File: src/rtl/ram_read_pipe.sv
// Fixed-latency data + valid shift register that delays one read sample.
module ram_read_pipe #(
  parameter int DATA_W  = 32,
  parameter int LATENCY = 1
) (
  input  logic              clock,
  input  logic              sync_reset_n,
  input  logic              valid_in,
  input  logic [DATA_W-1:0] data_in,
  output logic              valid_out,
  output logic [DATA_W-1:0] data_out
);

  logic [DATA_W-1:0]  data_r [LATENCY];
  logic [LATENCY-1:0] valid_r;

  // Advance each sample and its valid flag one stage per cycle; reset flushes.
  always_ff @(posedge clock) begin
    if (!sync_reset_n) begin
      for (int i = 0; i < LATENCY; i++) begin
        data_r[i] <= '0;
      end
      valid_r <= '0;
    end else begin
      data_r[0]  <= data_in;
      valid_r[0] <= valid_in;
      for (int i = 1; i < LATENCY; i++) begin
        data_r[i]  <= data_r[i-1];
        valid_r[i] <= valid_r[i-1];
      end
    end
  end

  assign valid_out = valid_r[LATENCY-1];
  assign data_out  = data_r[LATENCY-1];

endmodule

File: config.mk
export PLATFORM = sky130hd
export DESIGN_NAME = ram_read_pipe
export DESIGN_NICKNAME = d
export VERILOG_FILES = /design/src/rtl/ram_read_pipe.sv
export SDC_FILE = /design/constraint.sdc
export NUM_CORES = 1
export LEC_CHECK = 0
export BUFFER_PORTS_ARGS = -buffer_cell sky130_fd_sc_hd__buf_4
export CAP_MARGIN = 20
export CORE_ASPECT_RATIO = 1.4
export CORE_UTILIZATION = 38
export CTS_BUF_LIST = sky130_fd_sc_hd__clkbuf_16
export DETAILED_ROUTE_END_ITERATION = 16
export GPL_ROUTABILITY_DRIVEN = 0
export PLACE_DENSITY_LB_ADDON = 0.08
export SYNTH_ARGS = -nofsm -noshare
export SYNTH_HDL_FRONTEND = slang
export SYNTH_SLANG_ARGS = --single-unit
export TNS_END_PERCENT = 50
File: constraint.sdc
create_clock -name clock -period 0.8 [get_ports clock]
set_input_delay 0.08 -clock clock [delete_from_list [all_inputs] [get_ports clock]]
set_output_delay 0.08 -clock clock [all_outputs]
set_load 0.005 [all_outputs]
==> impl_results.md <==
- Startpoint Class: register
- N_diodes: 0
- VDD IR max: between 0.0015 and 0.002 V
- PwrDens: around 2400 mW/mm^2
- Initial antenna violation count: 0
- Worst path top cell family by delay: flip-flops
- Fill cells: ~180
- WL/cell: ~11 um
- Crit. End Element: primary output
- First-pass GRT wire length: approximately 2600 um
- Area Growth Syn to Fin: 71.1%
- Initial DRC count: 6
- Synth unique cells: 3
- IO Port Bufs: 67
- WHS: about 26 ps
- Crit share post-route: 96.6%
- Synth Warn #: 0
- Post-synthesis sequential area ratio: a little under three quarters
- Syn Nets: roughly 100
- Overflow after GRT: 0
- Failing checks: DRC
- Slew Viols, Final: 0
- CTS tree: built
- DR vias: between 600 and 700
- Setup_tns: 0 ps
- Worst-path clk slew: 50 ps
- Least-Margin Pin Slew: roughly 220 ps
- Hold Path Class: input pin to register
- Placed inst area: between 0.001 and 0.0015 mm^2
- Status: complete, but fails checks
- Crit-path slowest cell: dfxtp_1
- Core area: 0.00223 mm^2
- Die area: 0.00263 mm^2
- Placement Setup Slack: approximately 180 ps
- Flops & latches, synth: 33
- RSZ-0062 raised after global routing: no
- Drt first pass iters: 10
- Finish-stage setup viols: 0
- Die W: around 44 um
- Largest net degree at the start of global routing: 34
- Clk sinks: 33
- IO Pins: 68
- CP Cell Sequence: buf_4
- Drt total wl: ~1800 um
- Final min period: between 700 and 800 ps
- Final hold vios: 0
- Critical Path AT: approximately 690 ps
- Final net count: about 180
- CTS resizes: 0
- CTS hold repair buffers: 0
- Max Cap Viol: 0
- Slowest stage delay, CP: ~300 ps
- F_max: ~1.3 GHz
- GRT Total Usage: about 15%
- Critical path required time: ~720 ps
- Vias in the first global route: just under 700
- Setup CP Type: register to primary output
- Fin worst setup slack: 27.0 ps
- CP max FO: 1
- Initial Util: between 40% and 50%
- Row Count: 20
- CTS Buf Count: 5
- Synthesized instance count: 69
- Die Height: about 60 um
- Hpwl dp: about 1300 um
- Synthesized area per cell: roughly 13 um^2
- Mapped Area: 923 um^2
- Crit path launch: data_r[0][4]
- Layout cell share with drive strength beyond 1: 75.2%
- Hold_sp: data_in[10]
- CTS root buf: clkbuf_16
- Via density: 4.25
- Crit path buf inv count: 1
- Design area: about 0.0016 mm^2
- Setup Buffers After CTS: 0
- Drc violations: 4
- H-Tree Depth: 2
- Lkg Pwr: ~0.80 nW
- Max clock buf depth: 2
- Slew headroom: 85.5%
- Remaining antenna violation count: 0
cell usage after synthesis:
master,count,area [um^2]
clkbuf_2,3,15.0
and2_2,33,248
dfxtp_1,33,661
final timing paths:
path / cells past startpoint / end
worst max-delay path: 1 / data_out[4]
worst min-delay path: 2 / data_r[0][10]
sequential cells by signal, summed over array words and instances (netlist names):
signal and cells:
data_r 32, valid_out 1
kinds of logic after synthesis:
kind of cell	synth area share (%)
DFF	71.5
buffers and inverters	1.63
and+or+nand+nor	26.8
placed cells by master, fill, tap and decap left out:
cell type | netlist | layout
dfxtp_2 | 0 | 1
inv_1 | 0 | 3
buf_6 | 0 | 1
and2_2 | 33 | 33
clkbuf_16 | 0 | 5
dfxtp_1 | 33 | 32
buf_4 | 0 | 66
stage by stage:
step	cells	utilization (%)	total power, W
after floorplan	69	-	0.00189
after global placement	155	64.6	0.00214
after detailed placement	155	64.6	0.00215
after CTS	163	70.7	0.00387
after global routing	163	71.0	0.00397
final	163	71.0	0.00382
power breakdown:
part	total, W	internal (W)	leakage (nW)	switching (W)
sequential	0.00176	0.00174	0.275	0.0000223
clock	0.00171	0.00111	0.0776	0.000594
combinational	0.000352	0.000262	0.445	0.0000903
cell type report:
cell class	instances	area [um^2]	share of cell area (%)
clock buffer	5	125	7.92
timing repair buffer	67	507	32.1
tap	22	27.5	1.74
sequential	33	662	41.9
multi-input combinational	33	248	15.7
clock inverter	3	11.3	0.713
layer usage:
metal  vias up  part of all wire (%)  routed length [um]  track usage (%)
met5         -                     0                   0                0
met4         0                   2.9                  51             16.1
met3         6                   9.6                 170             6.95
met2        40                    56                1010             26.7
met1       301                    31                 552             10.9
li1        346                     -                   -                -
Power figures use the tool's default switching activity.
